$ cat config.mk
export PLATFORM = sky130hd
export DESIGN_NAME = btn_chord_encoder
export DESIGN_NICKNAME = d
export VERILOG_FILES = /design/src/rtl/btn_pkg.sv /design/src/rtl/debounce_bit.sv /design/src/rtl/btn_chord_encoder.sv
export SDC_FILE = /design/constraint.sdc
export NUM_CORES = 1
export LEC_CHECK = 0
export BUFFER_PORTS_ARGS = -buffer_cell sky130_fd_sc_hd__clkbuf_2
export CORE_MARGIN = 2
export CORE_UTILIZATION = 60
export DETAILED_ROUTE_END_ITERATION = 6
export PLACE_DENSITY_LB_ADDON = 0.25
export SKIP_CTS_REPAIR_TIMING = 1
export SYNTH_ARGS = -nofsm -noshare
export SYNTH_HDL_FRONTEND = slang
export SYNTH_SLANG_ARGS = --single-unit
$ cat constraint.sdc
create_clock -name clk -period 3.9 [get_ports clk]
set_clock_uncertainty 0.2 [all_clocks]
set_input_delay 0.78 -clock clk [delete_from_list [all_inputs] [get_ports clk]]
set_output_delay 0.78 -clock clk [all_outputs]
set_load 0.005 [all_outputs]
$ cat src/rtl/btn_pkg.sv
// Shared definitions for the push-button chord encoder: FSM encoding and
// the default debounce interval (10 ms at 100 MHz).
package btn_pkg;

  localparam int DEBOUNCE_CYCLES_DEFAULT = 1000000;

  typedef enum logic [1:0] {
    IDLE    = 2'd0,
    COLLECT = 2'd1,
    EMIT    = 2'd2
  } state_t;

endpackage

$ cat src/rtl/debounce_bit.sv
// One push-button bit: 2-flop synchronizer followed by a stability counter
// that only lets the debounced level follow after DEBOUNCE_CYCLES steady cycles.
module debounce_bit
  import btn_pkg::*;
#(
  parameter int DEBOUNCE_CYCLES = DEBOUNCE_CYCLES_DEFAULT,
  parameter int CNT_W           = 20
) (
  input  logic clk,
  input  logic rst_n,
  input  logic raw,
  output logic db
);

  localparam logic [CNT_W:0] TERM = (CNT_W+1)'(DEBOUNCE_CYCLES);

  logic             meta;
  logic             sync;
  logic [CNT_W-1:0] cnt;
  logic [CNT_W:0]   cnt_inc;

  // One extra bit so the terminal compare cannot wrap when TERM == 2^CNT_W.
  assign cnt_inc = {1'b0, cnt} + (CNT_W+1)'(1);

  always_ff @(posedge clk) begin
    if (!rst_n) begin
      meta <= 1'b0;
      sync <= 1'b0;
      cnt  <= '0;
      db   <= 1'b0;
    end else begin
      meta <= raw;
      sync <= meta;
      if (sync == db) begin
        cnt <= '0;
      end else if (cnt_inc == TERM) begin
        db  <= sync;
        cnt <= '0;
      end else begin
        cnt <= cnt_inc[CNT_W-1:0];
      end
    end
  end

endmodule

$ cat src/rtl/btn_chord_encoder.sv
// Debounces four push-buttons and reports each chord (OR of everything
// pressed between first press and full release) as a single-cycle code.
//
// state   | meaning
// IDLE    | no button debounced-high; chord register held at zero
// COLLECT | at least one button down; OR-ing debounced buttons into chord
// EMIT    | chord presented on btns for this one cycle
module btn_chord_encoder
  import btn_pkg::*;
#(
  parameter int DEBOUNCE_CYCLES = DEBOUNCE_CYCLES_DEFAULT,
  parameter int CNT_W           = 20
) (
  input  logic       clk,
  input  logic       rst_n,
  input  logic [3:0] btn_raw,
  output logic [3:0] btns,
  output logic       busy
);

  logic [3:0] db;
  logic [3:0] chord;
  state_t     state;

  for (genvar i = 0; i < 4; i++) begin : g_db
    debounce_bit #(
      .DEBOUNCE_CYCLES(DEBOUNCE_CYCLES),
      .CNT_W          (CNT_W)
    ) u_debounce (
      .clk  (clk),
      .rst_n(rst_n),
      .raw  (btn_raw[i]),
      .db   (db[i])
    );
  end

  // db is ignored during EMIT; a press landing there is seen from IDLE next cycle.
  always_ff @(posedge clk) begin
    if (!rst_n) begin
      state <= IDLE;
      chord <= '0;
      btns  <= '0;
      busy  <= 1'b0;
    end else begin
      case (state)
        IDLE: begin
          btns  <= '0;
          chord <= db;
          if (db != 4'b0000) begin
            state <= COLLECT;
            busy  <= 1'b1;
          end
        end
        COLLECT: begin
          chord <= chord | db;
          if (db == 4'b0000) begin
            state <= EMIT;
            busy  <= 1'b0;
            btns  <= chord;
          end
        end
        EMIT: begin
          btns  <= '0;
          chord <= '0;
          state <= IDLE;
        end
        default: begin
          state <= IDLE;
          chord <= '0;
          btns  <= '0;
          busy  <= 1'b0;
        end
      endcase
    end
  end

endmodule

# Word level (Yosys, flattened, before mapping)
# Cells that the tools add are included.
[totals]
regBits = 103
latchBits = 0
ramBits = 0
rom_bits = 0
input_bits = 6
output_inout_bits = 5
word_cells = 64
mem_count = 0
[op_classes]
n_addsub = 4
n_mul = 0
div = 0
n_lt_le_gt_ge = 0
eq_ne = 12
shifts = 0
n_mux = 7
bitwise = 7
reduce_logical = 14
[ops]
columns = ["op", "n"]
rows = [
  ["adder 20 x 1 -> 21 bit (second input constant)", 4],
  ["equality test 21 x 20 -> 1 bit (second input constant)", 4],
  ["AND reduction 2 bit", 6],
  ["OR reduction 3 bit", 4],
  ["one-hot mux 4 bit (2 select lines)", 1],
  ["NOT 1 bit", 6],
  ["equality test 1 bit", 4],
  ["zero test 4 bit", 1],
  ["two-way mux 2 bit", 2],
  ["inequality test 2 bit (second input constant)", 2],
  ["OR 4 bit", 1],
  ["one-hot mux 2 bit (2 select lines)", 1],
  ["nonzero test 4 bit", 1],
  ["one-hot mux 1 bit (3 select lines)", 1],
  ["AND reduction 3 bit", 1],
  ["equality test 2 x 1 -> 1 bit (second input constant)", 1],
  ["equality test 2 bit (second input constant)", 1],
  ["zero test 2 bit", 1],
  ["two-way mux 1 bit", 2],
]

# Logic depth before layout (Yosys ltp)
# Gate-level depths: netlist of the first run.
[logic_depth]
depth_word = 3
depth_mapped = 10
mapped_depth_nobuf = 8

# By module
# From an unflattened synthesis of the first run, not the netlist that was laid out.
[hier_totals]
cells_unflattened = 650
hier_area_um2 = 5899.4
[modules_own_cells]
columns = ["mod", "instances", "cells_per_inst", "area_each_um2", "seq_area_each_um2"]
rows = [
  ["debounce_bit", 4, 153, 1381.3, 460.4],
  ["btn_chord_encoder", 1, 38, 374.1, 220.2],
]

# Least setup slack after synthesis of the first run
# Ideal clock, no wire load.
[synth_timing]
path_type = "register to register"
start = "reg g_db[0].u_debounce.cnt[0]"
end = "reg g_db[0].u_debounce.cnt[14]"
setup_time_ns = 0.117
arrival_ns = 2.349
required_ns = 3.583
slack_ns = 1.233
stages_incl_launch_ff = 10
n_path_buf = 1
period_less_slack_ns = 2.667
cell_sequence = "dfxtp_1 ha_1 and3_1 clkbuf_1 mux2_2 o32a_1 a2111oi_2 o2111ai_1 nand3_2 nor2_1"
[synth_via]
elab_chain_len = 3
[synth_lines]
columns = ["element", "line", "text"]
rows = [
  ["start: declaration", "debounce_bit.sv:19", "logic [CNT_W-1:0] cnt;"],
  ["start signal: assignment", "debounce_bit.sv:40", "cnt <= cnt_inc[CNT_W-1:0];"],
  ["adder 20 x 1 -> 21 bit (*)", "debounce_bit.sv:23", "assign cnt_inc = {1'b0, cnt} + (CNT_W+1)'(1);"],
  ["equality test 21 x 20 -> 1 bit", "debounce_bit.sv:36", "end else if (cnt_inc == TERM) begin"],
  ["OR reduction 3 bit (no source line)", "--", ""],
]
# Every way passes the cells marked *; elsewhere a longest branch is shown, timed or not.
# A chain may end at the register's enable or synchronous reset.

# Worst setup path after layout of the first run
[layout_timing]
start = "reg g_db[2].u_debounce.cnt[0]"
end = "reg g_db[2].u_debounce.cnt[19]"
[layout_via]
elab_chain_len = 3
[layout_lines]
columns = ["element", "line"]
rows = [
  ["start: declaration", "debounce_bit.sv:19"],
  ["start signal: assignment", "debounce_bit.sv:40"],
  ["adder 20 x 1 -> 21 bit (*)", "debounce_bit.sv:23"],
  ["equality test 21 x 20 -> 1 bit", "debounce_bit.sv:36"],
  ["OR reduction 3 bit (no source line)", "--"],
]
# Marked as above.

==> results.yml, run 1 <==
outcome:
  status: "finished, final reports clean"
floorplan:
  die_h_um: 97.96
  start_util_pct: 61.33
  core_um2: 8636
  die_w_um: 97.96
  ios: 11
  num_rows: 34
  fp.dieArea_um2: 9595
timing:
  setup-tns-final_ns: 0
  final-hold-violation-count: 0
  worst_pin_slew_ns: 0.7006
  setup_viol: 0
  min_period_ns: 3.175
  slew_headroom_pct: 52.78
  slew_violations: 0
  period_share_pct: 81.42
  fmax_mhz: 314.9
  fin_hold_ws_ns: 0.2409
  rsz0062_at_grt: "no"
placed_design:
  port_buffers: 10
  hpwl_um: 7201
  place_area_um2: 5323
  gp_congestion: 0.8933
clock_tree:
  cts.sink_count: 103
  clk_pin_slew_ns: 0.09
  clock_latency_ns: 0.37
  cts_tree: "done"
  cts_root_buf: "clkbuf_8"
  cts_max_level: 3
  cts_max_path_buffers: 2
  cts_buffers: 9
critical_path:
  r2r-end: "g_db[2].u_debounce.cnt[19]$_SDFF_PP0_"
  path_delay_family: "simple AND/OR/NAND/NOR gates"
  critPathLaunchType: "register"
  path_max_fanout: 9
  path_cells: "ha_1 > nand3_1 > nor4_2 > xnor2_1 > nand4b_1 > o41ai_2 > nor2_1"
  worstSetupPathType: "reg2reg"
  reg2reg_depth: 7
  cp.buffers_inverters: 0
  cp-end-kind: "register"
  crit_arrival_ns: 3.21
  max_stage_delay_ns: 0.77
  worstReg2RegStart: "g_db[2].u_debounce.cnt[0]$_SDFF_PP0_"
  rrSetupSlack_ns: 0.72
  cpMaxStageDelayCell: "o41ai_2"
  worstPathRequired_ns: 3.94
logic_synthesis:
  synth_top_area_share_pct: 38.93
  synthArstFlopShare_pct: 0
  syn_nets: 640
  synthTopCellsByCount: "103 x dfxtp_1, 98 x nor2_1, 37 x nand2_1"
  synth.avg_cell_area_um2: 8.434
  ys_ff_latch: 103
  yosysMostFrequentCell: "dfxtp_1"
  syn_area_um2: 5296
  synth.largest_area_cell: "dfxtp_1"
  synth_warnings: 0
  synth_cells: 628
  synth_flop_cell: "dfxtp_1"
  synth_cell_types: 72
  ys_seq_area_share_pct: 38.93
  yosys-top-cells-area: "dfxtp_1 39%, nor2_1 6.9%, xnor2_1 5.8%, xor2_1 5.1%, nand3_1 3.0%"
  synth_edf_count: 0
finish:
  fillers: 749
  num-nets-final: 631
  fin_area_um2: 5529
  antenna_cells: 0
  drive_gt1_share_pct: 8.173
  syn2layout_area_growth_pct: 4.394
global_route:
  overflow: 0
  antenna_found_initial: 0
  grt_max_degree: 20
  grt_first_pass_wirelength_um: 17710
  grt_pass1_vias: 4011
  grt_util_all_layers_pct: 21.73
worst_hold_path:
  holdPathStages: 1
  min_path_type: "reg2reg"
  min_from: "g_db[2].u_debounce.meta$_SDFF_PN0_"
  hold_path_end: "g_db[2].u_debounce.sync$_SDFF_PN0_"
route:
  routedWlPerCell_um: 13.93
  drt_iter0_markers: 151
  ant_nets: 0
  drt_drc_violations_left: 0
  routed_wl_um: 10200
  dr_total_vias: 4306
  via_per_inst: 5.883
  first_pass_iters: 5
power:
  ir_drop_mv: 0.1790
  power.static_leakage_nw: 1.720
  power_density_nw_per_um2: 319.3
run:
  maxCapViolations: 0
==> state kept, by name, indices dropped and copies added, names as in the netlist <==
| name | count |
|---|---|
| btns | 4 |
| busy | 1 |
| chord | 4 |
| g_db.u_debounce.cnt | 80 |
| g_db.u_debounce.db | 4 |
| g_db.u_debounce.meta | 4 |
| g_db.u_debounce.sync | 4 |
| state | 2 |
==> cells by family (layout without fill, tap and decap cells) <==
family | after synthesis | after routing | synth area share [%]
buf+inv | 51 | 47 | 4.559
xor+xnor | 67 | 67 | 11.22
flops | 103 | 103 | 38.93
fa+ha+maj | 6 | 6 | 1.417
simple gates | 319 | 319 | 32.32
mux | 8 | 8 | 1.536
compound gates | 74 | 74 | 10.02
==> worst max path at each step <==
stage,startpoint,to,slack (ns),depth (start not counted)
after floorplan,g_db[0].u_debounce.cnt[0]$_SDFF_PP0_,g_db[0].u_debounce.cnt[14]$_SDFF_PP0_,1.23,9
after global placement,g_db[2].u_debounce.cnt[0]$_SDFF_PP0_,g_db[2].u_debounce.cnt[9]$_SDFF_PP0_,0.86,7
after detailed placement,g_db[2].u_debounce.cnt[0]$_SDFF_PP0_,g_db[2].u_debounce.cnt[6]$_SDFF_PP0_,0.76,7
after CTS,g_db[1].u_debounce.cnt[0]$_SDFF_PP0_,g_db[1].u_debounce.cnt[12]$_SDFF_PP0_,0.74,8
after global routing,g_db[1].u_debounce.cnt[0]$_SDFF_PP0_,g_db[1].u_debounce.cnt[12]$_SDFF_PP0_,0.48,7
final,g_db[2].u_debounce.cnt[0]$_SDFF_PP0_,g_db[2].u_debounce.cnt[19]$_SDFF_PP0_,0.72,7
==> report_power, final <==
group          switching (mW)  internal [mW]
Sequential            0.00304           1.06
Combinational          0.0141        0.00657
Clock                   0.368          0.318
==> stage by stage <==
step,setup WS [ns],power [mW],cells,util [%]
5_1_grt,0.4818,1.827,732,64.02
6_report,0.7247,1.765,732,64.02
3_5_place_dp,0.7644,1.104,716,61.63
4_1_cts,0.7427,1.786,732,64.02
2_1_floorplan,1.233,1.098,628,-
3_3_place_gp,0.8622,1.103,716,61.63
==> cell type report <==
type	count	area, µm²	area share [%]
sequential	103	2062	37.29
clock inverter	6	68.82	1.245
inverter	20	75.07	1.358
clock buffer	10	137.6	2.489
tap	108	135.1	2.444
timing repair buffer	11	57.56	1.041
multi-input combinational	474	2993	54.13
==> per-layer routing <==
layer | routed length (µm) | up-vias | track usage [%]
li1 | - | 2187 | -
met1 | 4813 | 2011 | 28.05
met2 | 4874 | 86 | 36.04
met3 | 351 | 22 | 5.011
met4 | 159 | 0 | 7.265
met5 | 0 | - | 0
==> placed cells by master (no fill, tap or decap), types with 3 or more instances in the layout <==
master / instances
nand3b_1: 6
a31oi_1: 3
inv_1: 20
dfxtp_1: 103
o31ai_1: 3
nand2_1: 37
ha_1: 6
nor3_1: 29
or4_1: 6
o32a_1: 4
nor4_1: 10
a21oi_1: 21
mux2i_1: 7
nor2_1: 98
nand4b_1: 3
a21o_1: 3
xor2_1: 31
nand3_1: 32
o21ai_0: 13
nand4_1: 20
clkbuf_2: 10
nor2b_1: 4
nand4_2: 3
nor3b_1: 7
o211ai_1: 3
and4_1: 4
and3_1: 9
clkbuf_8: 10
and2_1: 16
nand2b_1: 7
or2_2: 3
or3_1: 9
nand3_2: 3
xnor2_1: 35
(Power assumes the default switching activity.)
==> inputs of run 2 (changes only) <==
ABC_AREA = 1   (was unset)
CORE_UTILIZATION = 57   (was 60)
clock period = 2.9 ns   (was 3.9 ns; I/O delays follow)
==> results.yml, run 2 <==
critical_path:
  cp-end-kind: "register"
  r2r-end: "g_db[0].u_debounce.cnt[12]$_SDFF_PP0_"
  reg2reg_depth: 11
  worstReg2RegStart: "g_db[0].u_debounce.cnt[0]$_SDFF_PP0_"
  critPathLaunchType: "register"
  worstSetupPathType: "reg2reg"
  worstPathRequired_ns: 2.92
  crit_arrival_ns: 2.57
  path_max_fanout: 20
  rrSetupSlack_ns: 0.35
placed_design:
  hpwl_um: 7622
  port_buffers: 10
  gp_congestion: 0.8655
global_route:
  overflow: 0
  grt_max_degree: 21
  grt_util_all_layers_pct: 21.68
  grt_pass1_vias: 4407
  antenna_found_initial: 0
  grt_first_pass_wirelength_um: 18110
power:
  power.static_leakage_nw: 2.071
  power_density_nw_per_um2: 440.4
  ir_drop_mv: 0.3605
logic_synthesis:
  synth_cells: 801
  ys_seq_area_share_pct: 39.36
  synth_flop_cell: "dfxtp_1"
  syn_area_um2: 5239
  ys_ff_latch: 103
  synth.avg_cell_area_um2: 6.540
  synth_cell_types: 29
  synth.largest_area_cell: "dfxtp_1"
  synth_top_area_share_pct: 39.36
  synth_warnings: 0
  yosys-top-cells-area: "dfxtp_1 39%, nand2_1 15%, nor2_1 13%, inv_1 8.2%, nand3_1 4.6%"
  syn_nets: 813
  synthArstFlopShare_pct: 0
  yosysMostFrequentCell: "nand2_1"
  synthTopCellsByCount: "211 x nand2_1, 181 x nor2_1, 114 x inv_1"
  synth_edf_count: 0
clock_tree:
  clock_latency_ns: 0.35
  cts_buffers: 9
  cts_max_path_buffers: 2
  cts.sink_count: 103
  clk_pin_slew_ns: 0.10
  cts_root_buf: "clkbuf_8"
  cts_max_level: 3
  cts_tree: "done"
finish:
  fillers: 822
  syn2layout_area_growth_pct: 6.664
  final_cell_mix: "211 x nand2_1, 181 x nor2_1, 114 x inv_1, 103 x dfxtp_1, 48 x nand3_1"
  layout_commonest_cell: "nand2_1"
  top_register: "g_db.u_debounce.cnt"
  drive_gt1_share_pct: 5.990
  final_util_pct: 63.46
  num-nets-final: 826
  antenna_cells: 0
  largest_register_ffs: 80
worst_hold_path:
  hold_path_end: "g_db[3].u_debounce.meta$_SDFF_PN0_"
  holdPathStages: 3
  min_path_type: "in2reg"
  min_from: "btn_raw[3]"
timing:
  worst_pin_slew_ns: 0.4143
  slew_violations: 0
  setup-tns-final_ns: 0
  rsz0062_at_grt: "no"
  slew_headroom_pct: 72.35
  period_share_pct: 87.78
  final-hold-violation-count: 0
  fmax_mhz: 392.8
  min_period_ns: 2.546
  setup_viol: 0
route:
  dr_total_vias: 4729
  via_per_inst: 5.107
  ant_nets: 0
  routedWlPerCell_um: 10.99
  routed_wl_um: 10180
  drt_drc_violations_left: 0
  first_pass_iters: 4
  drt_iter0_markers: 133
floorplan:
  start_util_pct: 59.49
  die_h_um: 99.87
  num_rows: 34
  fp.dieArea_um2: 9974
  core_um2: 8806
  ios: 11
  die_w_um: 99.87
run:
  maxCapViolations: 0
outcome:
  status: "finished, final reports clean"
[run 2: worst max-delay path by stage]
stage | startpoint | slack (ns) | cells past startpoint | endpoint
5_1_grt | g_db[0].u_debounce.cnt[0]$_SDFF_PP0_ | 0.08 | 11 | g_db[0].u_debounce.cnt[12]$_SDFF_PP0_
3_5_place_dp | g_db[2].u_debounce.cnt[0]$_SDFF_PP0_ | 0.48 | 12 | g_db[2].u_debounce.cnt[18]$_SDFF_PP0_
4_1_cts | g_db[0].u_debounce.cnt[0]$_SDFF_PP0_ | 0.37 | 11 | g_db[0].u_debounce.cnt[12]$_SDFF_PP0_
6_report | g_db[0].u_debounce.cnt[0]$_SDFF_PP0_ | 0.35 | 11 | g_db[0].u_debounce.cnt[12]$_SDFF_PP0_
2_1_floorplan | g_db[1].u_debounce.cnt[0]$_SDFF_PP0_ | 0.80 | 12 | g_db[1].u_debounce.cnt[4]$_SDFF_PP0_
3_3_place_gp | g_db[2].u_debounce.cnt[0]$_SDFF_PP0_ | 0.59 | 12 | g_db[2].u_debounce.cnt[5]$_SDFF_PP0_
[run 2: where the power goes]
group / internal [mW] / switching [mW] / leakage [nW]
combinational: 0.00926 / 0.0202 / 1.12
sequential: 1.42 / 0.00393 / 0.831
clock: 0.534 / 0.474 / 0.116
[run 2: through the flow]
stage               power [mW]  setup slack, ns  hold slack, ns  cell area, µm²  instances
floorplan                1.480           0.7969          0.1905            5239        801
global placement         1.486           0.5912          0.1945            5359        911
detailed placement       1.487           0.4836          0.1980            5359        911
CTS                      2.486           0.3721          0.1931            5588        926
global route             2.543          0.08399          0.1905            5588        926
finish                   2.461           0.3543          0.2043            5588        926
[run 2: logic make-up after synthesis]
logic type | after synthesis | synth area share (%)
xor gates and xnor gates | 29 | 4.848
AOI/OAI and AO/OA | 43 | 4.729
adders and majority gates | 6 | 1.433
DFF | 103 | 39.36
and+or+nand+nor | 496 | 39.93
buffers and inverters | 124 | 9.696
[run 2: routing by layer]
metal | wire length, µm | global-route usage [%] | up-vias | share of wire, %
li1 | - | - | 2503 | -
met1 | 4711 | 26.08 | 2144 | 46
met4 | 101 | 5.479 | 0 | 0.99
met5 | 0 | 0 | - | 0
met2 | 5078 | 39.60 | 71 | 50
met3 | 288 | 4.318 | 11 | 2.8
[run 2: area by class of cell]
cell class / instances / area, µm² / share of cell area, %
sequential: 103 / 2062 / 36.90
inverter: 114 / 427.9 / 7.658
timing repair buffer: 12 / 65.06 / 1.164
tap: 108 / 135.1 / 2.418
clock inverter: 4 / 77.57 / 1.388
clock buffer: 11 / 151.4 / 2.709
multi-input combinational: 574 / 2669 / 47.76
[run 2: critical path, cell delays in order, from the launching register on]
cell and delay (ns):
dfxtp_1 0.39, ha_1 0.22, nand3_1 0.15, nor2_1 0.26, xor2_1 0.27, nand2_1 0.10
nor2_1 0.09, nand2_1 0.06, nor2_1 0.17, nand2_1 0.09, nand3_2 0.31, nor2_1 0.09
==> inputs of run 3 (changes only) <==
CORE_UTILIZATION = 40   (was 57)
==> results.yml, run 3 (synthesis results as in run 2) <==
worst_hold_path:
  min_path_type: "in2reg"
  holdPathStages: 3
clock_tree:
  clock_latency_ns: 0.35
  cts.sink_count: 103
  cts_max_path_buffers: 2
  cts_tree: "done"
  cts_max_level: 3
  clk_pin_slew_ns: 0.07
  cts_root_buf: "clkbuf_16"
  cts_buffers: 9
critical_path:
  cpMaxStageDelayCell: "dfxtp_1"
  worstPathRequired_ns: 2.92
  path_delay_family: "simple AND/OR/NAND/NOR gates"
  cp.buffers_inverters: 0
  worstSetupPathType: "reg2reg"
  path_cells: "ha_1 > nand3_1 > nor2_1 > nand3_1 > nand2_1 > nand2_1 > nor2_1 > nand2_1 > nor2_1 > nand2_1 > nand3_2 > nor2_1"
  crit_arrival_ns: 2.47
  critPathLaunchType: "register"
  max_stage_delay_ns: 0.38
  path_max_fanout: 20
  cp.depth: 12
  cp-end-kind: "register"
  reg2reg_depth: 12
floorplan:
  start_util_pct: 41.18
  num_rows: 41
  core_um2: 12720
  die_w_um: 118.4
  ios: 11
  die_h_um: 118.4
  fp.dieArea_um2: 14030
route:
  drt_drc_violations_left: 0
  drt_iter0_markers: 282
  routedWlPerCell_um: 10.30
  via_per_inst: 4.512
  dr_total_vias: 4476
  first_pass_iters: 4
  routed_wl_um: 10220
  ant_nets: 0
finish:
  fillers: 1407
  syn2layout_area_growth_pct: 10.29
  layout_commonest_cell: "nand2_1"
  num-nets-final: 827
  largest_register_ffs: 80
  finalNonFillerCells: 992
  drive_gt1_share_pct: 6.220
  antenna_cells: 0
  final_util_pct: 45.42
  final_cell_mix: "211 x nand2_1, 181 x nor2_1, 114 x inv_1, 103 x dfxtp_1, 48 x nand3_1"
  multi_input_area_um2: 2669
  area.sequential_um2: 2062
  top_register: "g_db.u_debounce.cnt"
timing:
  setup_viol: 0
  fmax_mhz: 408.9
  rsz0062_at_grt: "no"
  final-hold-violation-count: 0
  period_share_pct: 84.34
  min_period_ns: 2.446
  slew_headroom_pct: 70.48
  worst_pin_slew_ns: 0.4423
  fin_hold_ws_ns: 0.2111
  slew_violations: 0
  setup-tns-final_ns: 0
power:
  comb_power_share_pct: 1.1
  p_clk_share_pct: 48.1
  p_int_mw: 2.235
  power.static_leakage_nw: 2.126
  power.switching_mw: 0.5711
  swShare_pct: 20.36
  ir_drop_mv: 0.2922
  p_total_mw: 2.806
  pwr-share-seq_pct: 50.8
  power_density_nw_per_um2: 485.6
run:
  maxCapViolations: 0
global_route:
  grt_util_all_layers_pct: 15.73
  grt_pass1_vias: 4167
  antenna_found_initial: 0
  grt_max_degree: 21
  grt_first_pass_wirelength_um: 18400
  overflow: 0
placed_design:
  hpwl_um: 7492
  gp_congestion: 0.8421
  port_buffers: 10
  dp.cells: 976
outcome:
  status: "finished, final reports clean"
-- run 3: cell types whose count changed in the layout (fill, tap and decap cells not counted) --
| cell | before | now |
|---|---|---|
| buf_4 | 2 | 3 |
| clkinv_4 | 1 | 0 |
| clkbuf_8 | 11 | 2 |
| clkbuf_16 | 0 | 9 |
| clkinv_2 | 0 | 2 |
-- run 3: final cells by class --
class                   instances  area share, %
clock inverters                 5          1.364
inverters                     114          7.406
well taps                     172          3.725
multi-input cells             574          46.19
clock buffers                  11          4.374
flip-flops and latches        103          35.69
repair buffers                 13          1.256
-- run 3: metrics by stage --
step,worst slack (ns),area (µm²)
after detailed placement,0.4306,5446
after floorplan,0.7969,5239
final,0.4541,5778
after CTS,0.4114,5778
after global placement,0.4875,5446
after global routing,0.1590,5778
-- run 3: metal layers --
layer | GRT usage, % | wire length, µm | part of all wire (%) | vias to the layer above
met5 | 0 | 0 | 0 | -
met2 | 24.67 | 4446 | 44 | 41
met1 | 21.37 | 5349 | 52 | 1922
met3 | 3.668 | 296 | 2.9 | 10
met4 | 5.060 | 127 | 1.2 | 0
li1 | - | - | - | 2503
-- run 3: final timing paths --
kind	startpoint	to	slack (ns)
worst max register to register	g_db[0].u_debounce.cnt[0]$_SDFF_PP0_	g_db[0].u_debounce.cnt[6]$_SDFF_PP0_	0.45
worst min-delay path	btn_raw[2]	g_db[2].u_debounce.meta$_SDFF_PN0_	0.21
worst max-delay path	g_db[0].u_debounce.cnt[0]$_SDFF_PP0_	g_db[0].u_debounce.cnt[6]$_SDFF_PP0_	0.45
worst min register to register	g_db[0].u_debounce.meta$_SDFF_PN0_	g_db[0].u_debounce.sync$_SDFF_PN0_	0.21
-- run 3: worst register-to-register path: stages (launching register included) --
cell and delay, ns:
dfxtp_1 0.38, ha_1 0.22, nand3_1 0.16, nor2_1 0.23, nand3_1 0.11, nand2_1 0.08, nand2_1 0.06, nor2_1 0.12
nand2_1 0.06, nor2_1 0.19, nand2_1 0.10, nand3_2 0.33, nor2_1 0.08
-- run 3: power by group through the flow --
stage / registers [mW] / clock network, mW / logic (mW)
floorplan: 1.46 / 0 / 0.0241
global placement: 1.46 / 0 / 0.0318
detailed placement: 1.46 / 0 / 0.0319
CTS: 1.42 / 1.39 / 0.0319
global route: 1.42 / 1.45 / 0.0365
finish: 1.42 / 1.35 / 0.0313
